<file path="src/rtl/apple_placer_if.sv">
// Signal bundle between the apple placer and its game-side neighbours
// (generator, body RAM, head tracker and display/collision logic).
interface apple_placer_if #(
    parameter int unsigned IDX_W = 5
);
    logic             game_start;
    logic             game_over;
    logic             tick;
    logic [4:0]       head_x;
    logic [4:0]       head_y;
    logic [IDX_W:0]   snake_len;
    logic [4:0]       cand_x;
    logic [4:0]       cand_y;
    logic             apple_valid;
    logic             apple_conflict;
    logic [IDX_W-1:0] seg_idx;
    logic [4:0]       seg_x;
    logic [4:0]       seg_y;
    logic [4:0]       apple_x;
    logic [4:0]       apple_y;
    logic             apple_ready;
    logic             apple_eaten;
    logic             place_fail;
    logic [7:0]       score;

    modport master (
        input  game_start, game_over, tick, head_x, head_y, snake_len,
               cand_x, cand_y, seg_x, seg_y,
        output apple_valid, apple_conflict, seg_idx, apple_x, apple_y,
               apple_ready, apple_eaten, place_fail, score
    );

    modport slave (
        output game_start, game_over, tick, head_x, head_y, snake_len,
               cand_x, cand_y, seg_x, seg_y,
        input  apple_valid, apple_conflict, seg_idx, apple_x, apple_y,
               apple_ready, apple_eaten, place_fail, score
    );
endinterface

</file>
<file path="src/rtl/apple_placer.sv">
// Apple placement FSM: fetches a candidate, rejects it when it lands on the snake body
// or off the playfield, commits it otherwise, then scores eats sampled on tick.
module apple_placer #(
    parameter int unsigned MAX_LEN   = 32,
    parameter int unsigned IDX_W     = 5,
    parameter int unsigned Y_MAX     = 24,
    parameter int unsigned MAX_RETRY = 15
) (
    input logic            clk,
    input logic            rst,
    apple_placer_if.master bus
);
    localparam int unsigned CW = 5;
    localparam int unsigned LW = IDX_W + 1;
    localparam int unsigned RW = $clog2(MAX_RETRY + 1);
    localparam int unsigned SW = 8;
    localparam logic [CW-1:0] RST_X = CW'(8);
    localparam logic [CW-1:0] RST_Y = CW'(16);

    typedef enum logic [2:0] {IDLE, REQ, WAIT, SCAN, PLACED} state_t;

    state_t          state_q, state_d;
    logic [CW-1:0]   cand_x_q, cand_x_d, cand_y_q, cand_y_d;
    logic [LW-1:0]   len_q, len_d, k_q, k_d;
    logic [RW-1:0]   retry_q, retry_d;
    logic [CW-1:0]   apple_x_q, apple_x_d, apple_y_q, apple_y_d;
    logic            ready_q, ready_d;
    logic            eaten_q, eaten_d;
    logic            fail_q, fail_d;
    logic [SW-1:0]   score_q, score_d;
    logic            valid_c, conflict_c, hit_c;
    logic [IDX_W-1:0] seg_idx_c;

    always_ff @(posedge clk or negedge rst) begin
        if (!rst) begin
            state_q   <= IDLE;
            cand_x_q  <= '0;
            cand_y_q  <= '0;
            len_q     <= '0;
            k_q       <= '0;
            retry_q   <= '0;
            apple_x_q <= RST_X;
            apple_y_q <= RST_Y;
            ready_q   <= 1'b0;
            eaten_q   <= 1'b0;
            fail_q    <= 1'b0;
            score_q   <= '0;
        end else begin
            state_q   <= state_d;
            cand_x_q  <= cand_x_d;
            cand_y_q  <= cand_y_d;
            len_q     <= len_d;
            k_q       <= k_d;
            retry_q   <= retry_d;
            apple_x_q <= apple_x_d;
            apple_y_q <= apple_y_d;
            ready_q   <= ready_d;
            eaten_q   <= eaten_d;
            fail_q    <= fail_d;
            score_q   <= score_d;
        end
    end

    // Body data for index k-1 arrives in cycle k, so compares start at k=1.
    always_comb begin
        state_d    = state_q;
        cand_x_d   = cand_x_q;
        cand_y_d   = cand_y_q;
        len_d      = len_q;
        k_d        = k_q;
        retry_d    = retry_q;
        apple_x_d  = apple_x_q;
        apple_y_d  = apple_y_q;
        ready_d    = ready_q;
        eaten_d    = 1'b0;
        fail_d     = fail_q;
        score_d    = score_q;
        valid_c    = 1'b0;
        conflict_c = 1'b0;
        hit_c      = 1'b0;
        seg_idx_c  = '0;

        if (bus.game_over) begin
            state_d = IDLE;
            ready_d = 1'b0;
        end else if (bus.game_start) begin
            state_d = REQ;
            score_d = '0;
            fail_d  = 1'b0;
            retry_d = '0;
            ready_d = 1'b0;
        end else begin
            case (state_q)
                IDLE: begin
                end
                REQ: begin
                    valid_c = 1'b1;
                    ready_d = 1'b0;
                    state_d = WAIT;
                end
                WAIT: begin
                    cand_x_d = bus.cand_x;
                    cand_y_d = bus.cand_y;
                    len_d    = (bus.snake_len > LW'(MAX_LEN)) ? LW'(MAX_LEN) : bus.snake_len;
                    k_d      = '0;
                    state_d  = SCAN;
                end
                SCAN: begin
                    if (k_q < len_q) seg_idx_c = k_q[IDX_W-1:0];
                    hit_c = (cand_y_q >= CW'(Y_MAX)) ||
                            ((k_q != '0) && (bus.seg_x == cand_x_q) && (bus.seg_y == cand_y_q));
                    if (hit_c) begin
                        if (retry_q < RW'(MAX_RETRY)) begin
                            retry_d    = retry_q + RW'(1);
                            conflict_c = 1'b1;
                            state_d    = WAIT;
                        end else begin
                            fail_d  = 1'b1;
                            state_d = IDLE;
                        end
                    end else if (k_q == len_q) begin
                        apple_x_d = cand_x_q;
                        apple_y_d = cand_y_q;
                        ready_d   = 1'b1;
                        retry_d   = '0;
                        state_d   = PLACED;
                    end else begin
                        k_d = k_q + LW'(1);
                    end
                end
                PLACED: begin
                    if (bus.tick && (bus.head_x == apple_x_q) && (bus.head_y == apple_y_q)) begin
                        eaten_d = 1'b1;
                        if (score_q != '1) score_d = score_q + SW'(1);
                        ready_d = 1'b0;
                        state_d = REQ;
                    end
                end
                default: state_d = IDLE;
            endcase
        end
    end

    assign bus.apple_valid    = valid_c;
    assign bus.apple_conflict = conflict_c;
    assign bus.seg_idx        = seg_idx_c;
    assign bus.apple_x        = apple_x_q;
    assign bus.apple_y        = apple_y_q;
    assign bus.apple_ready    = ready_q;
    assign bus.apple_eaten    = eaten_q;
    assign bus.place_fail     = fail_q;
    assign bus.score          = score_q;
endmodule

</file>
<file path="src/flat_wrapper.sv">
// flat-port wrapper written by rule: the top's interface ports become plain ports
module apple_placer_flat 
#(
    parameter int unsigned MAX_LEN   = 32,
    parameter int unsigned IDX_W     = 5,
    parameter int unsigned Y_MAX     = 24,
    parameter int unsigned MAX_RETRY = 15
)
  (clk, rst, bus_game_start, bus_game_over, bus_tick, bus_head_x, bus_head_y, bus_snake_len, bus_cand_x, bus_cand_y, bus_seg_x, bus_seg_y, bus_apple_valid, bus_apple_conflict, bus_seg_idx, bus_apple_x, bus_apple_y, bus_apple_ready, bus_apple_eaten, bus_place_fail, bus_score);
  apple_placer_if #(.IDX_W(IDX_W)) bus_i ();
  input logic clk;
  input logic rst;
  input wire logic [$bits(bus_i.game_start)-1:0] bus_game_start;
  input wire logic [$bits(bus_i.game_over)-1:0] bus_game_over;
  input wire logic [$bits(bus_i.tick)-1:0] bus_tick;
  input wire logic [$bits(bus_i.head_x)-1:0] bus_head_x;
  input wire logic [$bits(bus_i.head_y)-1:0] bus_head_y;
  input wire logic [$bits(bus_i.snake_len)-1:0] bus_snake_len;
  input wire logic [$bits(bus_i.cand_x)-1:0] bus_cand_x;
  input wire logic [$bits(bus_i.cand_y)-1:0] bus_cand_y;
  input wire logic [$bits(bus_i.seg_x)-1:0] bus_seg_x;
  input wire logic [$bits(bus_i.seg_y)-1:0] bus_seg_y;
  output wire logic [$bits(bus_i.apple_valid)-1:0] bus_apple_valid;
  output wire logic [$bits(bus_i.apple_conflict)-1:0] bus_apple_conflict;
  output wire logic [$bits(bus_i.seg_idx)-1:0] bus_seg_idx;
  output wire logic [$bits(bus_i.apple_x)-1:0] bus_apple_x;
  output wire logic [$bits(bus_i.apple_y)-1:0] bus_apple_y;
  output wire logic [$bits(bus_i.apple_ready)-1:0] bus_apple_ready;
  output wire logic [$bits(bus_i.apple_eaten)-1:0] bus_apple_eaten;
  output wire logic [$bits(bus_i.place_fail)-1:0] bus_place_fail;
  output wire logic [$bits(bus_i.score)-1:0] bus_score;
  assign bus_i.game_start = bus_game_start;
  assign bus_i.game_over = bus_game_over;
  assign bus_i.tick = bus_tick;
  assign bus_i.head_x = bus_head_x;
  assign bus_i.head_y = bus_head_y;
  assign bus_i.snake_len = bus_snake_len;
  assign bus_i.cand_x = bus_cand_x;
  assign bus_i.cand_y = bus_cand_y;
  assign bus_i.seg_x = bus_seg_x;
  assign bus_i.seg_y = bus_seg_y;
  assign bus_apple_valid = bus_i.apple_valid;
  assign bus_apple_conflict = bus_i.apple_conflict;
  assign bus_seg_idx = bus_i.seg_idx;
  assign bus_apple_x = bus_i.apple_x;
  assign bus_apple_y = bus_i.apple_y;
  assign bus_apple_ready = bus_i.apple_ready;
  assign bus_apple_eaten = bus_i.apple_eaten;
  assign bus_place_fail = bus_i.place_fail;
  assign bus_score = bus_i.score;
  apple_placer #(.MAX_LEN(MAX_LEN), .IDX_W(IDX_W), .Y_MAX(Y_MAX), .MAX_RETRY(MAX_RETRY)) u_core (.clk(clk), .rst(rst), .bus(bus_i));
endmodule
</file>
<file path="config.mk">
export PLATFORM = sky130hd
export DESIGN_NAME = apple_placer_flat
export DESIGN_NICKNAME = d
export VERILOG_FILES = /design/src/rtl/apple_placer_if.sv /design/src/rtl/apple_placer.sv /design/src/flat_wrapper.sv
export SDC_FILE = /design/constraint.sdc
export NUM_CORES = 1
export LEC_CHECK = 0
export ABC_AREA = 1
export BUFFER_PORTS_ARGS = -buffer_cell sky130_fd_sc_hd__buf_2
export CORE_AREA = 3 3 66 99
export CTS_BUF_LIST = sky130_fd_sc_hd__clkbuf_4 sky130_fd_sc_hd__clkbuf_8 sky130_fd_sc_hd__clkbuf_16
export CTS_CLUSTER_DIAMETER = 200
export DETAILED_ROUTE_END_ITERATION = 8
export DIE_AREA = 0 0 69 102
export GPL_TIMING_DRIVEN = 0
export PLACE_DENSITY = 0.79
export SYNTH_ARGS = -nofsm -noshare
export SYNTH_HDL_FRONTEND = slang
export SYNTH_SLANG_ARGS = --single-unit
</file>
<file path="constraint.sdc">
create_clock -name clk -period 2.2 [get_ports clk]
set_input_delay 0.22 -clock clk [delete_from_list [all_inputs] [get_ports clk]]
set_output_delay 0.22 -clock clk [all_outputs]
set_load 0.005 [all_outputs]
</file>
## After elaboration in Yosys (flattened, before gate mapping)

Index checks and enable logic that the tools add are counted.

- Register bits: 50
- Latch bits: 0
- Word-level logic and storage cells: 110
- Memories kept: 0
- Output and inout bits: 28
- Memory bits (read-only): 0
- Bits of input ports: 41
- RAM bits: 0

- Shift operators: 0
- Bitwise operators: 3
- Div/mod/pow operators: 0
- Multipliers: 0
- Reduce and logical (&&, ||, !) cells: 23
- Add/subtract/negate cells: 3
- Equal/unequal tests: 19
- Muxes and demuxes: 46
- Order comparisons: 4

Operator list:

| kind | number |
|---|---|
| 2-to-1 mux 8 bit | 4 |
| 2-to-1 mux 1 bit | 21 |
| equality test 5 bit | 4 |
| 2-to-1 mux 4 bit | 5 |
| 2-to-1 mux 5 bit | 4 |
| 2-to-1 mux 6 bit | 3 |
| AND reduction 4 bit | 4 |
| 2-to-1 mux 3 bit | 5 |
| case mux 3 bit (5 select lines) | 1 |
| case mux 6 bit (2 select lines) | 1 |
| nonzero test 2 bit | 6 |
| AND reduction 5 bit | 2 |
| adder 8 x 1 -> 8 bit (second input constant) | 1 |
| inequality test 4 x 3 -> 1 bit (second input constant) | 2 |
| inequality test 8 bit (second input constant) | 1 |
| adder 6 x 1 -> 6 bit (second input constant) | 1 |
| equality test 3 x 2 -> 1 bit (second input constant) | 2 |
| equality test 6 bit | 1 |
| greater-than comparator 6 bit (second input constant) | 1 |
| < comparator 6 bit | 1 |
| inequality test 2 bit (second input constant) | 3 |
| inequality test 3 bit (second input constant) | 2 |
| AND reduction 3 bit | 2 |
| nonzero test 6 bit | 1 |
| other kinds (15) | 20 |

## Logic depth before layout (Yosys ltp)

- Depth after elaboration: 8
- Gate-level depth with buffers: 12
- Gate-level depth less buffers: 12

## Worst setup path after synthesis

OpenSTA, ideal clock, no wires.

- Path kind: register -> register
- Start point: reg u_core.k_q[2]
- End point: reg u_core.retry_q[1]
- Clock period less this slack: 1.596 ns
- Required time: 2.079 ns
- Buffers on the path: 0
- Stages on the path, launching flop included: 9
- Setup slack: 0.604 ns
- Data arrival time: 1.475 ns
- Setup time: 0.121 ns
- Cells stage by stage: dfrtp_1 -> ha_1 -> nand4_1 -> nor2_1 -> nor2_1 -> nand3_1 -> nand3_2 -> nand2_1 -> o21ai_1

- Cells in the longest elaborated chain, start to end: 7
- Elaborated cells between the ends (all ways): 11
- Classes of those cells: eq/ne (2); mux (3); reduce/logical (6)

RTL lines:

| element | line | RTL |
|---|---|---|
| start, declared | apple_placer.sv:24 | `logic [LW-1:0] len_q, len_d, k_q, k_d;` |
| start signal, assigned | apple_placer.sv:53 | `k_q <= k_d;` |
| nonzero test 6 bit | apple_placer.sv:111 | `((k_q != '0) && (bus.seg_x == cand_x_q) && (bus.seg_y == cand_y_q));` |
| logical AND 1 bit (2 in a row) | apple_placer.sv:111 |  |
| logical OR 1 bit | apple_placer.sv:110 | `hit_c = (cand_y_q >= CW'(Y_MAX)) \|\|` |
| 2-to-1 mux 4 bit | apple_placer.sv:112 | `if (hit_c) begin` |
| 2-to-1 mux 4 bit | apple_placer.sv:93 | `case (state_q)` |
| 2-to-1 mux 4 bit | apple_placer.sv:86 | `end else if (bus.game_start) begin` |
| end signal, assigned | apple_placer.sv:54 | `retry_q <= retry_d;` |
| end, declared | apple_placer.sv:25 | `logic [RW-1:0] retry_q, retry_d;` |

Several ways; a longest one is shown, not always the timed one. The select of a mux whose other input is x is not followed.
A chain may end at the register's enable or synchronous reset.

## Worst setup path after layout

- Start point: reg u_core.k_q[1]
- End point: out bus_apple_conflict

- Cells in the longest elaborated chain, start to end: 8

RTL lines:

| element | line | RTL |
|---|---|---|
| nonzero test 6 bit | apple_placer.sv:111 |  |
| logical AND 1 bit (2 in a row) | apple_placer.sv:111 |  |
| logical OR 1 bit | apple_placer.sv:110 |  |
| 2-to-1 mux 1 bit | apple_placer.sv:112 |  |
| 2-to-1 mux 1 bit | apple_placer.sv:93 |  |
| 2-to-1 mux 1 bit | apple_placer.sv:86 |  |
| 2-to-1 mux 1 bit | apple_placer.sv:83 | `if (bus.game_over) begin` |
| end, declared | flat_wrapper.sv:24 | `output wire logic [$bits(bus_i.apple_conflict)-1:0] bus_apple_conflict;` |

No other way between the ends.

==> out/qor_table.md <==
| Item | This run | Unit |
| --- | --- | --- |
| Part of the Yosys area used for sequential elements | 39.78 | % |
| Primary FF master, synth | dfrtp_1 | - |
| Sequence of cells on the critical path | inv_1 -> ha_1 -> nand3_2 -> nor2_1 -> nor2_1 -> nand3_2 -> nand2_4 -> nand3_1 -> nor2_1 -> buf_2 | - |
| Arrival @ worst endpoint | 1.89 | ns |
| # placed instances | 574 | - |
| Most area-consuming cells after synthesis | dfrtp_1 (38%), nand2_1 (16%), inv_1 (8.2%), nand3_1 (5.1%), nor2_1 (4.3%) | - |
| Highest-delay cell along the critical path | dfrtp_2 | - |
| Number of setup violations in the final report | 0 | - |
| Overflow left after global routing | 0 | - |
| Time the final worst path needs with I/O delays and setup | 2.114 | ns |
| Cell at the root of the clock tree | clkbuf_8 | - |
| CP most frequent cell | nor2_1 | - |
| Transition time of the tightest slew-check pin | 1.110 | ns |
| Wire length per cell | 12.62 | um |
| Sort of element at the end of the critical path | primary output | - |
| Terminus of the critical flop-to-flop path | u_core.retry_q[1]$_DFFE_PN0P_ | - |
| H-tree depth | 2 | - |
| Power per Cell Area | 591.0 | nW/um^2 |
| Kind of critical path | flip-flop to primary output | - |
| Share of the clock period used by the worst path | 96.07 | % |
| Final Total Pwr | 2.182 | mW |
| Count of antenna diodes in the layout | 0 | - |
| Number of cell instances on the worst register-to-register path | 8 | - |
| Overall Global Routing Usage | 22.45 | % |
| Number of flops mapped to enable cells by yosys | 0 | - |
| Nature of the critical path startpoint | flip-flop | - |
| Highest attainable clock frequency | 473.1 | MHz |
| Worst slew margin | 25.97 | % |
| Post-placement cell area | 3582 | sq um |
| IO Port Bufs | 68 | - |
| Maximum number of pins on one net before global-route repair | 51 | - |
| Detailed-route DRC error count | 0 | - |
| Most frequent cells after synthesis | nand2_1 (133), inv_1 (69), dfrtp_1 (48), nor2_1 (36), nand3_1 (32) | - |
| Flops & latches, synth | 50 | - |
| Die area | 7038 | sq um |
| Width of the die | 69 | um |
| Yosys warnings | 0 | - |
| Clock-pin slew on the worst setup and hold paths | 0.09 | ns |
| Final Non-Filler Cells | 583 | - |
| Routed length on met1 | 2.870 | mm |
| Number of distinct library cells after synthesis | 37 | - |
| Synth async-reset ratio | 100.0 | % |
| Wire length after detailed routing | 7.358 | mm |
| Top-count cell post-synth | nand2_1 | - |
| CTS hold repair buffers | 0 | - |
| Clock sink total | 50 | - |
| Length of the first detailed-routing pass in iterations | 4 | - |
| Delay of the slowest cell on the worst path | 0.43 | ns |
| Wire length of the first global-routing pass | 12.69 | mm |
| ANT nets after route | 0 | - |
| Buf/Inv on CP | 2 | - |
| Antenna violations before repair | 0 | - |
| Wire length on met3 | 312 | um |
| Launch instance of the worst register-to-register path | u_core.k_q[2]$_DFFE_PN0P_ | - |
| Required time of the critical path | 1.98 | ns |
| TritonCTS buffer count | 5 | - |
| Via count of the first global-routing pass | 3,021 | - |
| Critical path's top delay family | simple AND/OR/NAND/NOR gates | - |
| Starting density of the core | 54.48 | % |
| Detail Route met2 WL | 3.927 | mm |
| Fraction of synthesized cell area taken by the top area cell type | 38.11 | % |
| Placed wire-length estimate after detailed placement | 5.960 | mm |
| Fraction of final layout cells sized beyond drive strength 1 | 23.29 | % |
| Maximum fanout count along the critical path | 9 | - |
| Mapped Area | 3152 | sq um |
| Final Skew | 0.003998 | ns |
| Final Hold Fails | 0 | - |
| Net count after synthesis | 485 | - |
| Clock insertion delay at the later pin of the skew report | 0.31 | ns |
| Cells after Synth | 434 | - |
| Worst min-delay path class | primary input to async pin | - |
| Final RePlAce weighted congestion | 0.9141 | - |
| Core area | 5786 | sq um |
| Cell type contributing the most total cell area after synthesis | dfrtp_1 | - |
| Reg-to-reg slack, setup | 0.33 | ns |
| Final cell area excluding filler cells | 3692 | sq um |
| Num rows | 34 | - |
| 1st-iter DRT viols | 124 | - |
| CTS tree | yes | - |
| Min setup slack post-route | 0.08638 | ns |
| Setup repair after global routing missed its margin | true | - |
| Worst hold-check slack | 0.1121 | ns |
| Number of nets in the layout | 561 | - |
| Die Ht | 102 | um |
| Average cell area after synthesis | 7.262 | sq um |
| Clock tree buffer depth | 2 | - |
| Synth-to-Final Area Change | 17.15 | % |
| Outcome | complete, no violations | - |
| Vias after detailed routing | 2,979 | - |
| Highest routing layer actually used | met4 | - |
| Number of pins exceeding their max-slew limit in the final report | 0 | - |
| Post-Place Setup Slack | 0.3045 | ns |
| Average via count per standard cell | 5.110 | - |
| Number of violations of the max-capacitance limit | 0 | - |
| VDD IR max | 0.0004186 | V |
| Cell leakage power | 2.004 | nW |
| Number of I/O pins | 69 | - |
[layout by cell type, fill, tap and decap left out, drive strengths merged]
cell and count:
nand2 136, inv 75, buf 73, dfrtp 48, nor2 40, o21ai 38, nand3 36, nor3 10
ha 10, xnor2 7, clkbuf 7, xor2 6, a21oi 6, nand4 4, or2 3, a21boi 2
dfstp 2, clkinv 2, o221ai 1, a31oi 1, o41ai 1, o22ai 1, nor3b 1, clkinvlp 1
[routing by layer]
metal  vias to the layer above  GRT usage (%)
li1                       1508              -
met1                      1374          23.85
met2                        76          42.21
met3                        21          3.839
met4                         0          12.03
met5                         -              0
[stage by stage]
step / setup TNS [ns] / utilization [%]
finish: 0 / 63.82
global route: -0.03735 / 63.82
CTS: 0 / 63.69
detailed placement: 0 / 61.92
global placement: 0 / 61.92
floorplan: 0 / -
[power breakdown]
group          internal (mW)  switching, mW
sequential              1.03         0.0768
clock                  0.253          0.306
combinational          0.195          0.318
[worst max path at each step]
stage                                          from                             to  slack [ns]  depth (start not counted)
final                     u_core.k_q[1]$_DFFE_PN0P_             bus_apple_conflict        0.09                         10
after floorplan           u_core.k_q[2]$_DFFE_PN0P_  u_core.retry_q[1]$_DFFE_PN0P_        0.60                          8
after detailed placement  u_core.k_q[0]$_DFFE_PN0P_             bus_apple_conflict        0.30                         10
after CTS                 u_core.k_q[1]$_DFFE_PN0P_             bus_apple_conflict        0.01                         10
after global placement    u_core.k_q[0]$_DFFE_PN0P_             bus_apple_conflict        0.37                         10
after global routing      u_core.k_q[1]$_DFFE_PN0P_             bus_apple_conflict       -0.04                         10
[layout make-up]
class | instances | area, sq um
Sequential cell | 50 | 1255
Fill cell | 539 | 2093
Tap cell | 72 | 90.09
Buffer | 5 | 40.04
Timing Repair Buffer | 69 | 347.8
Clock inverter | 2 | 12.51
Clock buffer | 6 | 82.58
Inverter | 76 | 292.8
Multi-Input combinational cell | 303 | 1572
[logic make-up (layout without fill, tap and decap cells)]
family                     count (synthesis)  in the layout  share of synthesized area [%]
DFF                                       50             50                          39.78
buffers and inverters                     81            158                          10.56
AOI/OAI and AO/OA                         50             50                          9.964
and+or+nand+nor                          230            230                          32.12
xor gates and xnor gates                  13             13                          3.613
adders and majority gates                 10             10                          3.970
[registers in the layout, summed over array words and instances, names as in the netlist]
name / flops
u_core.retry_q: 4
u_core.len_q: 6
u_core.bus.apple_x: 5
u_core.bus.apple_ready: 1
u_core.bus.score: 8
u_core.bus.apple_eaten: 1
u_core.bus.apple_y: 5
u_core.state_q: 3
u_core.k_q: 6
u_core.cand_y_q: 5
u_core.bus.place_fail: 1
u_core.cand_x_q: 5
[what timing repair did]
action	4_1_cts	5_1_grt
resized for setup	0	2
setup buffers	1	0
hold endpoints to repair	0	0
endpoints found under the setup margin	1	6
gates cloned	0	0
(Power assumes the default switching activity.)
